**src/rtl/imem_loader_pkg.sv**
```systemverilog
// Shared loader definitions: datapath widths, FSM encodings and frame constants.

`ifndef SIZE_ADDR
`define SIZE_ADDR 24
`endif
`ifndef SIZE_DATA
`define SIZE_DATA 24
`endif
`ifndef HBIT_ADDR
`define HBIT_ADDR 23
`endif
`ifndef HBIT_DATA
`define HBIT_DATA 23
`endif

package imem_loader_pkg;

  // Every multi-byte field (address, count, data word) is three bytes, little-endian.
  localparam int unsigned BytesPerWord = 3;

  // FSM encodings, kept as plain constants so older blocks can share them.
  localparam logic [2:0] StIdle = 3'd0;
  localparam logic [2:0] StAddr = 3'd1;
  localparam logic [2:0] StLen  = 3'd2;
  localparam logic [2:0] StData = 3'd3;
  localparam logic [2:0] StCsum = 3'd4;
  localparam logic [2:0] StDone = 3'd5;
  localparam logic [2:0] StErr  = 3'd6;

endpackage

```
**src/rtl/byte_packer.sv**
```systemverilog
// Assembles little-endian 3-byte fields from a byte stream.
// ow_last flags the byte that completes a field; ow_word is the completed field in that cycle.

module byte_packer
  import imem_loader_pkg::*;
(
  input  logic                iw_clk,
  input  logic                iw_rst_n,
  input  logic                iw_clr,
  input  logic                iw_byte_valid,
  input  logic [7:0]          iw_byte,
  output logic                ow_last,
  output logic [`HBIT_DATA:0] ow_word
);

  localparam logic [1:0] LastIdx = 2'(BytesPerWord - 1);

  logic [1:0]          idx_q;
  logic [`HBIT_DATA:0] sr_q;

  // Newest byte enters at the top, so after three bytes the first one sits in the LSBs.
  assign ow_word = {iw_byte, sr_q[`HBIT_DATA:8]};
  assign ow_last = iw_byte_valid && (idx_q == LastIdx);

  // Byte index and shift register advance on every field byte.
  always_ff @(posedge iw_clk or negedge iw_rst_n) begin
    if (!iw_rst_n) begin
      idx_q <= 2'd0;
      sr_q  <= '0;
    end else if (iw_clr) begin
      idx_q <= 2'd0;
    end else if (iw_byte_valid) begin
      idx_q <= ow_last ? 2'd0 : idx_q + 2'd1;
      sr_q  <= ow_word;
    end
  end

endmodule

```
**src/rtl/imem_loader.sv**
```systemverilog
// Byte-stream instruction-memory loader: parses SYNC/address/count/words/checksum frames,
// writes each word into imem and holds the core in reset while a frame is in flight.

`ifndef SIZE_ADDR
`define SIZE_ADDR 24
`endif
`ifndef SIZE_DATA
`define SIZE_DATA 24
`endif
`ifndef HBIT_ADDR
`define HBIT_ADDR 23
`endif
`ifndef HBIT_DATA
`define HBIT_DATA 23
`endif

module imem_loader
  import imem_loader_pkg::*;
#(
  parameter logic [7:0] SYNC = 8'hA5
) (
  input  logic                iw_clk,
  input  logic                iw_rst_n,
  input  logic                iw_in_valid,
  input  logic [7:0]          iw_in_data,
  output logic                ow_in_ready,
  input  logic                iw_clr,
  output logic                ow_mem_we,
  output logic [`HBIT_ADDR:0] ow_mem_addr,
  output logic [`HBIT_DATA:0] ow_mem_wdata,
  output logic                ow_core_rst,
  output logic                ow_done,
  output logic                ow_error
);

  logic [2:0]          state_q, state_d;
  logic                mem_we_q;
  logic [`HBIT_ADDR:0] mem_addr_q;
  logic [`HBIT_DATA:0] mem_wdata_q;
  logic [`HBIT_ADDR:0] next_addr_q;
  logic [`HBIT_ADDR:0] remain_q;
  logic [7:0]          csum_q;

  logic                accept;
  logic                field_byte;
  logic                word_last;
  logic [`HBIT_DATA:0] word;

  // Ready in the parsing states, but not while a word is being written.
  assign ow_in_ready = (state_q == StIdle || state_q == StAddr || state_q == StLen ||
                        state_q == StData || state_q == StCsum) && !mem_we_q;
  assign accept      = iw_in_valid && ow_in_ready;
  assign field_byte  = accept && (state_q == StAddr || state_q == StLen || state_q == StData);

  byte_packer u_byte_packer (
    .iw_clk        (iw_clk),
    .iw_rst_n      (iw_rst_n),
    .iw_clr        (state_q == StIdle),
    .iw_byte_valid (field_byte),
    .iw_byte       (iw_in_data),
    .ow_last       (word_last),
    .ow_word       (word)
  );

  // Frame sequencing.
  always_comb begin
    state_d = state_q;
    case (state_q)
      StIdle: if (accept && iw_in_data == SYNC) state_d = StAddr;
      StAddr: if (word_last) state_d = StLen;
      StLen:  if (word_last) state_d = (word == '0) ? StCsum : StData;
      StData: if (word_last && remain_q == `SIZE_ADDR'(1)) state_d = StCsum;
      StCsum: if (accept) state_d = (iw_in_data == csum_q) ? StDone : StErr;
      StDone: state_d = StIdle;
      StErr:  if (iw_clr) state_d = StIdle;
      default: state_d = StIdle;
    endcase
  end

  // State register.
  always_ff @(posedge iw_clk or negedge iw_rst_n) begin
    if (!iw_rst_n) begin
      state_q <= StIdle;
    end else begin
      state_q <= state_d;
    end
  end

  // Header capture, running checksum, word count and the registered write port.
  always_ff @(posedge iw_clk or negedge iw_rst_n) begin
    if (!iw_rst_n) begin
      mem_we_q    <= 1'b0;
      mem_addr_q  <= '0;
      mem_wdata_q <= '0;
      next_addr_q <= '0;
      remain_q    <= '0;
      csum_q      <= 8'h00;
    end else begin
      mem_we_q <= 1'b0;
      // Any byte accepted in IDLE restarts the checksum; only SYNC leaves IDLE anyway.
      if (state_q == StIdle && accept) begin
        csum_q <= 8'h00;
      end else if (field_byte) begin
        csum_q <= csum_q ^ iw_in_data;
      end
      if (state_q == StAddr && word_last) begin
        next_addr_q <= word;
      end
      if (state_q == StLen && word_last) begin
        remain_q <= word;
      end
      if (state_q == StData && word_last) begin
        mem_we_q    <= 1'b1;
        mem_addr_q  <= next_addr_q;
        mem_wdata_q <= word;
        next_addr_q <= next_addr_q + `SIZE_ADDR'(1);
        remain_q    <= remain_q - `SIZE_ADDR'(1);
      end
    end
  end

  assign ow_mem_we    = mem_we_q;
  assign ow_mem_addr  = mem_addr_q;
  assign ow_mem_wdata = mem_wdata_q;
  assign ow_core_rst  = (state_q != StIdle);
  assign ow_done      = (state_q == StDone);
  assign ow_error     = (state_q == StErr);

endmodule

```
**config.mk**
```make
export PLATFORM = sky130hd
export DESIGN_NAME = imem_loader
export DESIGN_NICKNAME = d
export VERILOG_FILES = /design/src/rtl/imem_loader_pkg.sv /design/src/rtl/byte_packer.sv /design/src/rtl/imem_loader.sv
export SDC_FILE = /design/constraint.sdc
export NUM_CORES = 1
export LEC_CHECK = 0
export ABC_AREA = 1
export BUFFER_PORTS_ARGS = -buffer_cell sky130_fd_sc_hd__buf_2
export CAP_MARGIN = 40
export CORE_MARGIN = 3
export CORE_UTILIZATION = 25
export CTS_BUF_LIST = sky130_fd_sc_hd__clkbuf_16
export CTS_CLUSTER_SIZE = 12
export DETAILED_ROUTE_END_ITERATION = 6
export PLACE_DENSITY = 0.46
export SLEW_MARGIN = 20
export SYNTH_ARGS = -nofsm -noshare
export SYNTH_HDL_FRONTEND = slang
export SYNTH_SLANG_ARGS = --single-unit
```
**constraint.sdc**
```tcl
create_clock -name iw_clk -period 3.19 [get_ports iw_clk]
set_input_delay 0 -clock iw_clk [delete_from_list [all_inputs] [get_ports iw_clk]]
set_output_delay 0 -clock iw_clk [all_outputs]
set_load 0.1 [all_outputs]
```
## Word-level counts from Yosys, hierarchy flattened

Index checks and enable logic that the tools add are counted.

- Add/sub/neg operators: 3
- Eq/ne operators: 16
- Muxes and demuxes: 19
- Bitwise logic cells: 2
- Reductions and logical operators: 26

Operators with widths:

| operator | count |
|---|---|
| 24-bit 2-to-1 mux | 4 |
| 24-bit by 1-bit adder with 24-bit output (second input constant) | 1 |
| 24-bit by 1-bit == test with 1-bit output (second input constant) | 1 |
| 24-bit zero test | 1 |
| 24-bit by 1-bit subtractor with 24-bit output (second input constant) | 1 |
| 3-bit 2-to-1 mux | 7 |
| 3-bit one-hot mux with 6 select lines | 1 |
| 8-bit 2-to-1 mux | 2 |
| 1-bit logical AND | 10 |
| 3-bit == test (second input constant) | 3 |
| 8-bit == test | 1 |
| 8-bit == test (second input constant) | 1 |
| 2-bit 2-to-1 mux | 4 |
| 2-bit nonzero test | 4 |
| 8-bit XOR | 1 |
| 3-bit by 2-bit == test with 1-bit output (second input constant) | 2 |
| 1-bit logical OR | 6 |
| 2-bit by 1-bit inequality test with 1-bit output (second input constant) | 3 |
| 2-bit inequality test (second input constant) | 3 |
| 6-bit AND reduction | 1 |
| 3-bit by 1-bit == test with 1-bit output (second input constant) | 1 |
| 3-bit zero test | 1 |
| 3-bit nonzero test | 1 |
| 2-bit by 1-bit adder with 2-bit output (second input constant) | 1 |
| other kinds (5) | 5 |

- Bits in registers: 134
- Input port bits: 12
- Output and inout port bits: 53
- Logic and storage cells: 75

## Longest topological paths before layout

- Depth after elaboration: 12
- Depth in mapped cells: 11

## Modules after synthesis

Synthesis repeated with hierarchy kept, for this count alone.

- Cells, all modules: 947
- Area total of the unflattened synthesis: 6895.4 sq um

By module, submodules not included:

| module | instances | cells each | area an instance (sq um) |
|---|---|---|---|
| imem_loader | 1 | 856 | 6064.6 |
| byte_packer | 1 | 91 | 830.8 |

## Worst setup path before layout

Ideal clock, no wire load.

- Path kind: register to register
- Start point: register state_q[2]
- End point: register state_q[0]
- Arrival time: 3.155 ns
- Path slack: -0.083 ns
- Stages on the path, launching flop included: 9
- Path buffers: 1
- Clock period less this slack: 3.273 ns
- Path through: dfrtp_1 -> buf_6 -> inv_1 -> nor3_1 -> nand2_1 -> nand3_1 -> nor2_1 -> nand3_1 -> nand2_1

- Elaborated cells on any way between the ends: 26
- Those cells by class: eq/ne (11); mux (1); reduce/logical (14)

RTL lines:

| what | line | RTL |
|---|---|---|
| from (decl) | imem_loader.sv:36 | `logic [2:0] state_q, state_d;` |
| from (signal assigned) | imem_loader.sv:83 | `state_q <= StIdle;` |
| from (signal assigned) | imem_loader.sv:85 | `state_q <= state_d;` |
| 3-bit == test (*) | -- |  |
| net ow_error | imem_loader.sv:33 | `output logic ow_error` |
| 2-bit inequality test (no line) | -- |  |
| 6-bit AND reduction (no line) | -- |  |

The timed path passes the listed nets; every way through them passes the cells marked *.
A chain may end at the register's enable or synchronous reset.

## Worst setup path in the final report

- Start point: register state_q[2]
- End point: register next_addr_q[16]

- Cells in the longest elaborated chain, start to end: 11
- Elaborated cells on any way between the ends: 19
- Those cells by class: eq/ne (4); mux (1); reduce/logical (14)

Ends and longest elaborated chain:

| what | line | RTL |
|---|---|---|
| 3-bit by 1-bit == test with 1-bit output / 3-bit zero test (equally long branches) | imem_loader.sv:50, imem_loader.sv:53, imem_loader.sv:106 |  |
| 1-bit logical OR (3 in a row) | imem_loader.sv:50 | `assign ow_in_ready = (state_q == StIdle \|\| state_q == StAddr \|\| state_q == StLen \|\|` |
| 1-bit logical OR | imem_loader.sv:51 | `state_q == StData \|\| state_q == StCsum) && !mem_we_q;` |
| 1-bit logical AND | imem_loader.sv:51 |  |
| 1-bit logical AND | imem_loader.sv:52 | `assign accept = iw_in_valid && ow_in_ready;` |
| 1-bit logical AND | imem_loader.sv:53 | `assign field_byte = accept && (state_q == StAddr \|\| state_q == StLen \|\| state_q == StData);` |
| 1-bit logical AND | byte_packer.sv:23 | `assign ow_last = iw_byte_valid && (idx_q == LastIdx);` |
| 1-bit logical AND (on tied branches) | imem_loader.sv:112, imem_loader.sv:106 |  |
| 24-bit 2-to-1 mux / 2-bit nonzero test (equally long branches) | -- |  |
| to (signal assigned) | imem_loader.sv:107 | `next_addr_q <= word;` |
| to (signal assigned) | imem_loader.sv:116 | `` next_addr_q <= next_addr_q + `SIZE_ADDR'(1); `` |
| to (decl) | imem_loader.sv:40 | `` logic [`HBIT_ADDR:0] next_addr_q; `` |

Parallel ways exist; a longest one is shown, timed or not.

==> run metrics <==
ys async rst share 1.000; Crit path required time 3.55 ns; Top Ports 65; start point of the worst min-delay path iw_in_valid; critical-path maximum fanout 59; number of stages on the worst hold path 6; count of final hold-check violations 0; vias in the first global route 6227; worst-case clock skew 0.009317 ns; GRT overflow 0; number of synthesized flops with an enable pin 0; sequential fraction of the synthesis area 0.4514; placed wire-length estimate 14620 µm; Layout area overhead 19.25%; TritonCTS clock tree done; nets in the synthesized netlist 1014; element type at the critical path end flip-flop; number of H-tree levels 4; Mean Syn Cell Area 6.992 µm²; drt first-iter violations 411; fraction of final layout cells sized beyond drive strength 1 0.1071; hold_ws 0.01874 ns; Setup TNS 0 ns; Worst Tran Pin Value 0.8167 ns; count of yosys warnings during synthesis 0; Antenna Cells 0; number of CTS-inserted buffers 17; #FFs+latches synth 126; floorplan die area 0.02998 mm²; CTS root buf clkbuf_16; WL final 20490 µm; total design power 8.230 mW; post-synthesis instance area 0.006985 mm²; core area 0.02718 mm²; max-cap viol count 0; most frequent cell after synthesis nand2_1; number of nets at the end of the flow 1085; nature of the critical path startpoint flip-flop; global-route wire length before repair 33660 µm; cells resized by post-CTS repair 0; highest ir drop seen on vdd 634.0 µV; Crit Path Class flip-flop to flip-flop; routability cong. 0.8438; clock latency at the later pin of the worst-skew pair 0.42 ns; most numerous cell types in the synthesized netlist nand2_1, inv_1, dfrtp_1; Die Y 173.2 µm; Cell variety after synth 33; buffers from clock root to sink, at most 2; reg2reg end next_addr_q[16]; number of placement rows 60; ranking of synthesized cells by area dfrtp_1, nand2_1, inv_1; area share of the leading cell type in the synthesized netlist 0.4514; library cell occupying the most area in the post-synthesis netlist dfrtp_1; port buffer count 64; CP max stage cell dfrtp_1; final clock period utilization by the worst path 0.7702; P per Cell Area 987.9 mW/mm²; TritonRoute pass-1 iters 4; RR Startpoint state_q[2]; antenna viol nets, final 0; slew margin rel. 0.4555; via density per instance 4.388; maximum number of pins on one net before global-route repair 61; leading register cell type out of synthesis dfrtp_1; DR WL/cell 14.08 µm; hold crit path type primary input to flip-flop; total of endpoints with negative setup slack in the final report 0; Global Route Usage Sum 0.1413; CTS Hold Buffers Added 10; Critical Path, Cell by Cell nor3_4 -> nand2_4 -> nor2_4 -> nand2_4 -> buf_4 -> o21ai_0 -> nand2_1 -> nand2_1; Worst EP arrival 2.82 ns; largest delay contributor family on the critical path simple AND/OR/NAND/NOR gates; number of antenna violations at the first check in global routing 0; r2r worst-path depth 8; leakage power of the design 4.474 nW; Largest stage delay, worst path 0.47 ns; residual DRC count 0; buffering stage count on the worst path with inverters included 1; clock sink total 126; result of the run completed; FMAX 407.0 MHz; WHS Endpoint state_q[2]; via total after detailed routing 6384; synthesized netlist cell count 999; RSZ-0062 raised after global routing no; worst reg-to-reg setup slack 0.73 ns; Horiz. Die Dim 173.2 µm; number of buffers added for setup after CTS 0; clock-pin slew on the worst setup and hold paths 0.06 ns; final worst path period need 2.457 ns; Final Max Slew Viols 0; initial standard-cell utilization of the core 0.2570
## power breakdown
part,leakage [nW],internal (mW),switching (mW)
clock,0.282,1.21,0.743
combinational,2.65,0.891,2.78
sequential,1.54,2.11,0.490
total,4.47,4.21,4.02
## worst min-delay path: stages
cell and delay, ns:
buf_2 0.12, nand3_1 0.10, nand2_1 0.06, nand2_1 0.05, inv_1 0.03, nand2_1 0.05
## final cells by class
cell class | count | area (µm²)
inverters | 136 | 510.5
well taps | 372 | 465.4
multi-input cells | 707 | 3126
clock buffers | 17 | 425.4
fillers | 3029 | 18850
clock inverters | 15 | 155.1
flip-flops and latches | 126 | 3153
repair buffers | 82 | 495.5
## flip-flops by register name (all words and copies together) (netlist names)
name and count:
csum_q 8, next_addr_q 24, ow_mem_addr 24, ow_mem_wdata 24, ow_mem_we 1, remain_q 24
state_q 3, u_byte_packer.idx_q 2, u_byte_packer.sr_q 16
## cell usage in the layout, fill, tap and decap left out, types with 3 or more instances in the layout
master and count:
nor2_1 111, clkbuf_16 17, nand2_4 3, o22ai_1 8
nand3_1 43, buf_2 63, dfrtp_1 126, inv_1 136
xor2_1 14, buf_4 8, dlygate4sd3_1 10, nand2_1 366
o21ai_0 64, o21ai_1 35, clkinvlp_4 4, nand4_1 10
clkinv_2 4, bufinv_16 3, ha_1 3, a21oi_1 28
## cell families after synthesis
group / count (synthesis) / synth area share
AND/OR/NAND/NOR: 546 / 0.3149
buffers and inverters: 166 / 0.1023
AO/OA/AOI/OAI: 143 / 0.1073
flip-flops: 126 / 0.4514
XOR/XNOR: 15 / 0.01881
adder cells (fa/ha/maj): 3 / 0.005374
## through the flow
step / utilization / setup WS [ns] / cells / area, µm²
final: 0.3065 / 0.7332 / 1455 / 8330
after global routing: 0.3065 / 0.4526 / 1455 / 8330
after CTS: 0.3065 / 0.7287 / 1455 / 8330
after global placement: 0.2815 / 0.7530 / 1413 / 7650
after detailed placement: 0.2815 / 0.7470 / 1413 / 7650
after floorplan: - / 0.6299 / 999 / 6990
## routing by layer
layer  share of wire  wire length (µm)  GRT usage
met5               0                 0          0
met4           0.019               395    0.05507
met3           0.049              1000    0.02657
met2            0.44              9050     0.2184
met1            0.49             10050     0.1956
## worst max path at each step
stage | cells past startpoint | to | start | slack (ns)
2_1_floorplan | 2 | ow_done | state_q[0] | 0.63
3_3_place_gp | 8 | next_addr_q[16] | state_q[2] | 0.75
3_5_place_dp | 8 | next_addr_q[16] | state_q[2] | 0.75
4_1_cts | 8 | next_addr_q[16] | state_q[2] | 0.73
5_1_grt | 8 | next_addr_q[16] | state_q[2] | 0.45
6_report | 8 | next_addr_q[16] | state_q[2] | 0.73
Power figures use the tool's default switching activity.
